==> src/rtl/telemetry_pkg.sv <==
// Shared types for the telemetry slot scheduler.
// Packet width, FSM state encoding, saturating counter helper.
`timescale 1ns/1ps
package telemetry_pkg;

  localparam int TELEM_PKT_W = 88;

  typedef enum logic [1:0] {
    S_IDLE,
    S_WAIT_DATA,
    S_WAIT_RDY
  } sched_state_t;

  function automatic logic [15:0] sat_inc(
    input logic [15:0] v,
    input logic        en
  );
    return (en && v != 16'hFFFF) ? v + 16'd1 : v;
  endfunction

endpackage

==> src/rtl/telemetry_scheduler_if.sv <==
// Source/serializer handshake bundle of the telemetry scheduler.
// master: trigger/packet/packet_valid out; slave: data/valid/ready out.
`timescale 1ns/1ps
interface telemetry_scheduler_if #(
  parameter int N_SRC = 2,
  parameter int PKT_W = telemetry_pkg::TELEM_PKT_W
);
  logic [N_SRC-1:0]       src_trigger;
  logic [N_SRC*PKT_W-1:0] src_data;
  logic [N_SRC-1:0]       src_valid;
  logic                   serializer_ready;
  logic [PKT_W-1:0]       packet;
  logic                   packet_valid;

  modport master (
    output src_trigger, packet, packet_valid,
    input  src_data, src_valid, serializer_ready
  );

  modport slave (
    input  src_trigger, packet, packet_valid,
    output src_data, src_valid, serializer_ready
  );
endinterface

==> src/rtl/telemetry_rate_tick.sv <==
// Slot-rate timer: counts 0..rate-1 and ticks when count==rate-1.
// Ports: clk, reset_clk (sync, active-high), rate, tick.
`timescale 1ns/1ps
module telemetry_rate_tick #(
  parameter int RATE_W = 16
) (
  input  logic              clk,
  input  logic              reset_clk,
  input  logic [RATE_W-1:0] rate,
  output logic              tick
);

  logic [RATE_W-1:0] cnt;
  logic [RATE_W-1:0] last;

  assign last = rate - RATE_W'(1);
  assign tick = !reset_clk && (rate != '0) && (cnt == last);

  // A rate lowered below the current count wraps without a tick.
  always_ff @(posedge clk) begin
    if (reset_clk)
      cnt <= '0;
    else if (rate == '0 || cnt >= last)
      cnt <= '0;
    else
      cnt <= cnt + RATE_W'(1);
  end

endmodule

==> src/rtl/telemetry_scheduler.sv <==
// Round-robin slot scheduler sharing one serializer between N_SRC sources.
// Ports: clk, reset_clk, rate, bus (master), busy, err_*, stat_*.
// Optional stats counters: define TELEMETRY_SCHED_STATS_EN.
`timescale 1ns/1ps
module telemetry_scheduler
  import telemetry_pkg::*;
#(
  parameter int N_SRC   = 2,
  parameter int PKT_W   = TELEM_PKT_W,
  parameter int RATE_W  = 16,
  parameter int TIMEOUT = 64
) (
  input  logic                 clk,
  input  logic                 reset_clk,
  input  logic [RATE_W-1:0]    rate,
  telemetry_scheduler_if.master bus,
  output logic                 busy,
  output logic                 err_timeout,
  output logic                 err_overrun,
  output logic [15:0]          stat_sent,
  output logic [15:0]          stat_timeout,
  output logic [15:0]          stat_overrun
);

  localparam int GW = (N_SRC > 1) ? $clog2(N_SRC) : 1;
  localparam int TW = $clog2(TIMEOUT);

  sched_state_t     state, state_n;
  logic [GW-1:0]    grant;
  logic             pending;
  logic [TW-1:0]    wcnt;
  logic [PKT_W-1:0] pkt_q;
  logic             tick;
  logic             consume;
  logic             cap;
  logic             adv;
  logic [N_SRC-1:0] trig;
  logic             pv;
  logic             to;

  telemetry_rate_tick #(.RATE_W(RATE_W)) u_tick (
    .clk      (clk),
    .reset_clk(reset_clk),
    .rate     (rate),
    .tick     (tick)
  );

  // Strobes are masked during reset so an aborted slot emits nothing.
  always_comb begin
    state_n = state;
    trig    = '0;
    pv      = 1'b0;
    to      = 1'b0;
    cap     = 1'b0;
    adv     = 1'b0;
    consume = 1'b0;
    if (!reset_clk) begin
      unique case (state)
        S_IDLE: begin
          if (pending) begin
            consume = 1'b1;
            trig    = N_SRC'(1) << grant;
            state_n = S_WAIT_DATA;
          end
        end
        S_WAIT_DATA: begin
          if (bus.src_valid[grant]) begin
            cap     = 1'b1;
            state_n = S_WAIT_RDY;
          end else if (wcnt == TW'(TIMEOUT - 1)) begin
            to      = 1'b1;
            adv     = 1'b1;
            state_n = S_IDLE;
          end
        end
        S_WAIT_RDY: begin
          if (bus.serializer_ready) begin
            pv      = 1'b1;
            adv     = 1'b1;
            state_n = S_IDLE;
          end
        end
        default: state_n = S_IDLE;
      endcase
    end
  end

  always_ff @(posedge clk) begin
    if (reset_clk) begin
      state   <= S_IDLE;
      grant   <= '0;
      pending <= 1'b0;
      wcnt    <= '0;
      pkt_q   <= '0;
    end else begin
      state   <= state_n;
      pending <= tick | (pending & ~consume);
      wcnt    <= (state == S_WAIT_DATA) ? wcnt + TW'(1) : '0;
      if (cap)
        pkt_q <= bus.src_data[grant*PKT_W +: PKT_W];
      if (adv)
        grant <= (grant == GW'(N_SRC - 1)) ? '0 : grant + GW'(1);
    end
  end

  assign bus.src_trigger  = trig;
  assign bus.packet       = pkt_q;
  assign bus.packet_valid = pv;
  assign busy             = (state != S_IDLE);
  assign err_timeout      = to;
  // A tick that lands while the previous one is still queued is lost.
  assign err_overrun      = tick & pending & ~consume;

`ifdef TELEMETRY_SCHED_STATS_EN
  logic [15:0] n_sent, n_to, n_ov;

  always_ff @(posedge clk) begin
    if (reset_clk) begin
      n_sent <= '0;
      n_to   <= '0;
      n_ov   <= '0;
    end else begin
      n_sent <= sat_inc(n_sent, pv);
      n_to   <= sat_inc(n_to, to);
      n_ov   <= sat_inc(n_ov, err_overrun);
    end
  end

  assign stat_sent    = n_sent;
  assign stat_timeout = n_to;
  assign stat_overrun = n_ov;
`else
  assign stat_sent    = '0;
  assign stat_timeout = '0;
  assign stat_overrun = '0;
`endif

endmodule
==> src/flat_wrapper.sv <==
// flat-port wrapper written by rule: the top's interface ports become plain ports
module telemetry_scheduler_flat import telemetry_pkg::*;
#(
  parameter int N_SRC   = 2,
  parameter int PKT_W   = TELEM_PKT_W,
  parameter int RATE_W  = 16,
  parameter int TIMEOUT = 64
)
  (clk, reset_clk, rate, busy, err_timeout, err_overrun, stat_sent, stat_timeout, stat_overrun, bus_src_trigger, bus_packet, bus_packet_valid, bus_src_data, bus_src_valid, bus_serializer_ready);
  telemetry_scheduler_if #(.N_SRC(N_SRC), .PKT_W(PKT_W)) bus_i ();
  input  logic clk;
  input  logic reset_clk;
  input  logic [RATE_W-1:0] rate;
  output logic busy;
  output logic err_timeout;
  output logic err_overrun;
  output logic [15:0] stat_sent;
  output logic [15:0] stat_timeout;
  output logic [15:0] stat_overrun;
  output wire logic [$bits(bus_i.src_trigger)-1:0] bus_src_trigger;
  output wire logic [$bits(bus_i.packet)-1:0] bus_packet;
  output wire logic [$bits(bus_i.packet_valid)-1:0] bus_packet_valid;
  input wire logic [$bits(bus_i.src_data)-1:0] bus_src_data;
  input wire logic [$bits(bus_i.src_valid)-1:0] bus_src_valid;
  input wire logic [$bits(bus_i.serializer_ready)-1:0] bus_serializer_ready;
  assign bus_src_trigger = bus_i.src_trigger;
  assign bus_packet = bus_i.packet;
  assign bus_packet_valid = bus_i.packet_valid;
  assign bus_i.src_data = bus_src_data;
  assign bus_i.src_valid = bus_src_valid;
  assign bus_i.serializer_ready = bus_serializer_ready;
  telemetry_scheduler #(.N_SRC(N_SRC), .PKT_W(PKT_W), .RATE_W(RATE_W), .TIMEOUT(TIMEOUT)) u_core (.clk(clk), .reset_clk(reset_clk), .rate(rate), .bus(bus_i), .busy(busy), .err_timeout(err_timeout), .err_overrun(err_overrun), .stat_sent(stat_sent), .stat_timeout(stat_timeout), .stat_overrun(stat_overrun));
endmodule
==> config.mk <==
export PLATFORM = sky130hd
export DESIGN_NAME = telemetry_scheduler_flat
export DESIGN_NICKNAME = d
export VERILOG_FILES = /design/src/rtl/telemetry_pkg.sv /design/src/rtl/telemetry_scheduler_if.sv /design/src/rtl/telemetry_rate_tick.sv /design/src/rtl/telemetry_scheduler.sv /design/src/flat_wrapper.sv
export SDC_FILE = /design/constraint.sdc
export NUM_CORES = 1
export LEC_CHECK = 0
export ABC_CLOCK_PERIOD_IN_PS = 4850
export CORE_ASPECT_RATIO = 0.75
export CORE_MARGIN = 2
export CORE_UTILIZATION = 39
export DETAILED_ROUTE_END_ITERATION = 8
export GPL_TIMING_DRIVEN = 0
export PLACE_DENSITY = 0.87
export SLEW_MARGIN = 10
export SYNTH_ARGS = -nofsm -noshare
export SYNTH_HDL_FRONTEND = slang
export SYNTH_SLANG_ARGS = --single-unit
export TNS_END_PERCENT = 5
==> constraint.sdc <==
create_clock -name clk -period 4.85 [get_ports clk]
set_input_delay 0.97 -clock clk [delete_from_list [all_inputs] [get_ports clk]]
set_output_delay 0.97 -clock clk [all_outputs]
set_load 0.01 [all_outputs]
==> results.cfg, run 1 <==
[critical_path]
cp.required_ps = 3880
setup.worst_path.class = in2out
cp-start-kind = input port
r2r_slack_ps = 2540
crit_end = err_overrun
cp-startpoint = rate[7]
r2r-start = u_core.state[1]
cp_max_fo = 4
critPathArrivalTime_ps = 3720
r2r_cells = 9
end_kind = primary output
r2r-end = u_core.bus.packet[60]

[route]
top_layer = met4
route.met3.wl_um = 1410
totalWireLength_um = 19500
ant_nets = 0
vias = 5873
drtPass1Iterations = 5
wl_met1_um = 8380
drc = 0
avgRoutedWirePerCell_um = 15.8
vias_per_cell = 4.75
met2_length_um = 9470
drtIter0Drc = 243

[timing]
tightestPinTransition_ps = 819
hold_viol = 0
fin_crit_sh = 0.967
setup_viol = 0
skew_ps = 8.52
timing.final.crit_period_ps = 4690
max_freq_mhz = 213
tns_ps = 0
setup_slack_ps = 161
max_slew_margin = 0.454
slew_violations = 0

[layout]
stdcell_count = 1236
mostFrequentLayoutCell = clkdlybuf4s50_1
drive_gt1_frac = 0.113
area_delta_synth_final_pct = 67.1
final_cell_mix = 284 x clkdlybuf4s50_1, 128 x nor2_1, 114 x dfxtp_1
postLayoutCoreUtil = 0.660
stdcell_area_um2 = 9950
antenna_cells = 0
layout.nets = 1237

[synthesis]
ys.warnings.count = 0
synth_area_um2 = 5960
synth.distinct_cells = 37
synth_cells = 655
synth_area_leaders = dfxtp_1 38%, mux2i_1 15%, a211oi_1 11%, nor2_1 8.1%, buf_4 6.0%
synth_top_area_cell = dfxtp_1
ys_seq_elements = 114
synth_seq_area_share = 0.383
synth_top_area_share = 0.383
syn_avg_cell_area_um2 = 9.10

[die]
die_y_um = 111
start_util = 0.395
coreArea_um2 = 15100
rows = 39
die_x_um = 147
ios = 339
dieArea_um2 = 16300

[global_route]
grt_pass1_vias = 5728
grtUsageTotal = 0.232
grt_overflow = 0
antenna_found_initial = 0
grt_max_degree = 17
grt_first_pass_wirelength_um = 29900

[placed_design]
gp_congestion = 0.844
portBuffers = 289
placed_cells = 1196
hpwl_um = 15300
place_ws_ps = -645
place_area_um2 = 9280

[power]
leakagePower_uw = 0.00357
peakVddDrop_mv = 0.199
p_per_area_nw_per_um2 = 248

[clocking]
cts_tree = built
clkSlewWorstSetupHoldPaths_ps = 50
cts_sinks = 114
cts_root_buffer = clkbuf_16
cts_max_path_buffers = 2
clk-insertion-delay-late_ps = 400
numCtsBuffers = 17
htree_num_levels = 4

[min_path]
min_from = u_core.wcnt[0]
hold_path.class = reg2reg

[status]
status = finished clean

[flow_run]
cap_violations = 0
-- layout make-up --
cell class / instances / area (um^2)
clock inverter: 15 / 160
clock buffer: 17 / 425
tap: 205 / 256
buffer: 91 / 547
inverter: 13 / 48.8
multi-input combinational: 484 / 3280
timing repair buffer: 297 / 2950
fill: 1218 / 5120
sequential: 114 / 2280
-- Yosys cell counts --
library cell	instances
a21bo_2	1
mux2_2	2
nor4_4	2
nand3_1	8
xnor2_1	20
nor4_1	5
nand4_1	5
nand2_1	15
buf_4	48
buf_6	1
ha_1	22
mux2i_1	88
nor2_1	128
buf_2	14
or4_4	1
a21oi_1	7
o41ai_1	1
conb_1	1
or3_2	1
nor4b_1	1
nor3b_1	1
a211oi_1	90
clkbuf_1	28
or4_1	1
inv_1	13
a31oi_1	1
o32a_1	1
and3_1	4
a21o_1	1
nand2b_1	4
nand4_2	1
o21ai_0	5
dfxtp_1	114
a221o_1	1
nor2b_1	3
xor2_1	13
nor3_1	3
-- per-layer routing --
| layer | global-route usage | up-vias |
|---|---|---|
| met5 | 0 | - |
| met4 | 0.0628 | 0 |
| met3 | 0.0658 | 21 |
| met2 | 0.398 | 221 |
| met1 | 0.284 | 2692 |
| li1 | - | 2939 |
-- where the power goes --
group          leakage [uW]  total, uW  switching [uW]  internal, uW
combinational       0.00238        299             104           195
clock              0.000278       1220             463           761
sequential         0.000918        942            3.10           939
total               0.00357       2470             570          1900
-- repair_timing --
item | 4_1_cts | 5_1_grt
pin swaps | 5 | 8
endpoints found under the setup margin | 1 | 1
gates resized for setup | 7 | 5
hold buffers | 0 | 0
hold endpoints to repair | 0 | 0
buffers inserted | 4 | 4
-- flip-flops by register name, summed over array words and instances (netlist names) --
name               count
u_core.bus.packet     88
u_core.u_tick.cnt     16
u_core.wcnt            6
u_core.state           2
u_core.grant           1
u_core.pending         1
-- worst max-delay path, cell delays in order --
cell	delay (ps)
clkdlybuf4s50_1	480
or4_4	600
nor4_4	280
nand2_1	90
xor2_1	150
ha_1	290
nand4_1	160
nor4_2	230
nand4_1	180
nor2_1	140
buf_2	150
-- logic make-up (layout without fill, tap and decap cells) --
family                     count (synthesis)  in the layout  synth area share
and+or+nand+nor                          183            183             0.138
buffers and inverters                    104            433             0.100
adders and majority gates                 22             22            0.0462
AOI/OAI and AO/OA                        108            108             0.132
other                                      1             48          0.000629
muxes                                     90             90             0.152
xor gates and xnor gates                  33             33            0.0485
DFF                                      114            114             0.383
-- worst min-delay path by stage --
| stage | to | slack (ps) | depth (start not counted) |
|---|---|---|---|
| 4_1_cts | u_core.wcnt[0] | 470 | 1 |
| 3_5_place_dp | u_core.wcnt[0] | 460 | 1 |
| 3_3_place_gp | u_core.wcnt[0] | 430 | 1 |
| 6_report | u_core.wcnt[0] | 460 | 1 |
| 2_1_floorplan | u_core.wcnt[0] | 420 | 1 |
| 5_1_grt | u_core.wcnt[0] | 500 | 1 |
-- metrics by stage --
step           hold WS, ps  total power (uW)
2_1_floorplan          418              1070
3_3_place_gp           434              1250
3_5_place_dp           461              1260
4_1_cts                469              2490
5_1_grt                502              2550
6_report               459              2470
(Power assumes the default switching activity.)
==> inputs of run 2 (changes only) <==
--- a/config.mk
+++ b/config.mk
@@ -6,11 +6,11 @@
 export NUM_CORES = 1
 export LEC_CHECK = 0
 export ABC_CLOCK_PERIOD_IN_PS = 4850
+export CAP_MARGIN = 30
 export CORE_ASPECT_RATIO = 0.75
 export CORE_MARGIN = 2
 export CORE_UTILIZATION = 39
 export DETAILED_ROUTE_END_ITERATION = 8
-export GPL_TIMING_DRIVEN = 0
 export PLACE_DENSITY = 0.87
 export SLEW_MARGIN = 10
 export SYNTH_ARGS = -nofsm -noshare
==> run 2 against run 1 <==
Count of clock-buffer cells in the layout up 5. Critical endpoint unchanged. Utilization shrank 1.9 points. Critical path type unchanged. Via count shrank 5.3%. Critical path depth increased by 1. Die area stayed put. Global-route usage is 2.3 points lower. Sequential share of layout area up 0.73 points. Largest cell class is now multi-input gates. Worst setup slack better by 12 ps. Final cell count down 5.9%.
==> results.cfg, run 2 (synthesis results as in run 1) <==
[global_route]
grtUsageTotal = 0.208
grt_max_degree = 158
grt_first_pass_wirelength_um = 27300
grt_overflow = 0
antenna_found_initial = 0
grt_pass1_vias = 5374

[route]
totalWireLength_um = 17300
vias = 5564
vias_per_cell = 4.78
avgRoutedWirePerCell_um = 14.9
drtIter0Drc = 229
drtPass1Iterations = 5
drc = 0
ant_nets = 0

[flow_run]
cap_violations = 0

[clocking]
numCtsBuffers = 17
cts_sinks = 114
clk-insertion-delay-late_ps = 400
cts_max_path_buffers = 2
cts_hold_buffers = 0
cts_root_buffer = clkbuf_16
cts_tree = built
htree_num_levels = 4
clkSlewWorstSetupHoldPaths_ps = 50

[critical_path]
critPathArrivalTime_ps = 3710
worst-path-buf-inv = 2
path_cells = clkdlybuf4s50_1, or4_4, nor2_4, nand2_2, nor4_4, xnor2_1, ha_1, nand4_1, nor4_2, nand4_1, nor2_1, buf_2
cp.required_ps = 3880
setup.worst_path.class = in2out
critical-path-slowest-cell = or4_4
end_kind = primary output
cp_slowest_stage_delay_ps = 450
path_common_cell = nand4_1
critical-path-top-delay-family = simple AND/OR/NAND/NOR gates
cp-start-kind = input port
cp_max_fo = 2

[power]
netSwitchingFraction = 0.205
power_frac_seq = 0.372
peakVddDrop_mv = 0.196
total_power_uw = 2530
power_frac_comb = 0.107
leakagePower_uw = 0.00336
power.switching_uw = 520
p_per_area_nw_per_um2 = 262
internal-power_uw = 2010
p_clk_frac = 0.521

[timing]
max_freq_mhz = 214
timing.final.crit_period_ps = 4680
slew_violations = 0
setup_viol = 0
setup_slack_ps = 173
tightestPinTransition_ps = 905
max_slew_margin = 0.397
skew_ps = 8.97
fin_crit_sh = 0.964
hold_ws_ps = 469
hold_viol = 0
rsz0062_at_grt = no

[min_path]
hold_path.class = reg2reg

[layout]
postLayoutCoreUtil = 0.641
drive_gt1_frac = 0.0762
antenna_cells = 0
stdcell_count = 1163
largest_register_ffs = 88
mostFrequentLayoutCell = clkdlybuf4s50_1
area_delta_synth_final_pct = 62.1
final_cell_mix = 281 x clkdlybuf4s50_1, 127 x nor2_1, 113 x dfxtp_1
layout.nets = 1165

[placed_design]
hpwl_um = 13100
placed_cells = 1127
gp_congestion = 0.842
portBuffers = 290
place_ws_ps = -683

[die]
die_y_um = 111
ios = 339
coreArea_um2 = 15100
dieArea_um2 = 16300
rows = 39
die_x_um = 147
start_util = 0.395

[status]
status = finished clean
run 2: changes by cell type in the layout (fill, tap and decap cells not counted), moves of 2 or more:
cell	previous run	this run
buf_12	0	2
buf_2	15	1
buf_4	56	25
bufinv_16	2	4
clkbuf_1	28	3
clkdlybuf4s50_1	284	281
clkinv_4	3	0
dlymetal6s2s_1	3	7
inv_6	2	0
nor2b_1	3	1
run 2: worst register-to-register path: cells and delay by family, from the launching register on:
| kind | cells | cell delay, ps |
|---|---|---|
| flops | 1 | 790 |
| simple gates | 2 | 790 |
| buf+inv | 1 | 490 |
| mux | 1 | 360 |
| compound gates | 1 | 290 |
run 2: area by class of cell:
type	count	area, um^2
fill	1224	5420
multi-input combinational	484	3310
timing repair buffer	316	3130
sequential	114	2290
clock buffer	22	475
tap	205	256
clock inverter	9	153
inverter	13	48.8
run 2: metal layers:
metal	global-route usage	vias up	part of all wire
li1	-	2791	-
met1	0.253	2513	0.43
met2	0.348	228	0.47
met3	0.0658	32	0.078
met4	0.0744	0	0.023
met5	0	-	0
run 2: path summary, 6_finish.rpt:
check             cells after the start               endpoint      startpoint  slack (ps)
setup / recovery                     12            err_overrun         rate[7]         170
hold / removal                        1         u_core.wcnt[0]  u_core.wcnt[0]         470
setup reg to reg                      5  u_core.bus.packet[74]    u_core.grant        2030
hold reg to reg                       1         u_core.wcnt[0]  u_core.wcnt[0]         470
run 2: power groups by stage:
stage | combinational [uW] | clock, uW | sequential (uW)
floorplan | 108 | 0 | 962
global placement | 263 | 0 | 961
detailed placement | 268 | 0 | 962
CTS | 271 | 1350 | 942
global route | 293 | 1390 | 942
finish | 272 | 1320 | 942
run 2: what timing repair did:
action | in CTS | in global routing
setup endpoints to repair | 1 | 1
pin swaps | 5 | 12
resized for setup | 10 | 10
setup buffers | 3 | 2
run 2: per-stage QoR:
step           TNS [ps]  area [um^2]
6_report              0         9660
5_1_grt               0         9660
4_1_cts               0         9620
3_5_place_dp       -683         8940
3_3_place_gp       -381         8940
2_1_floorplan         0         6130
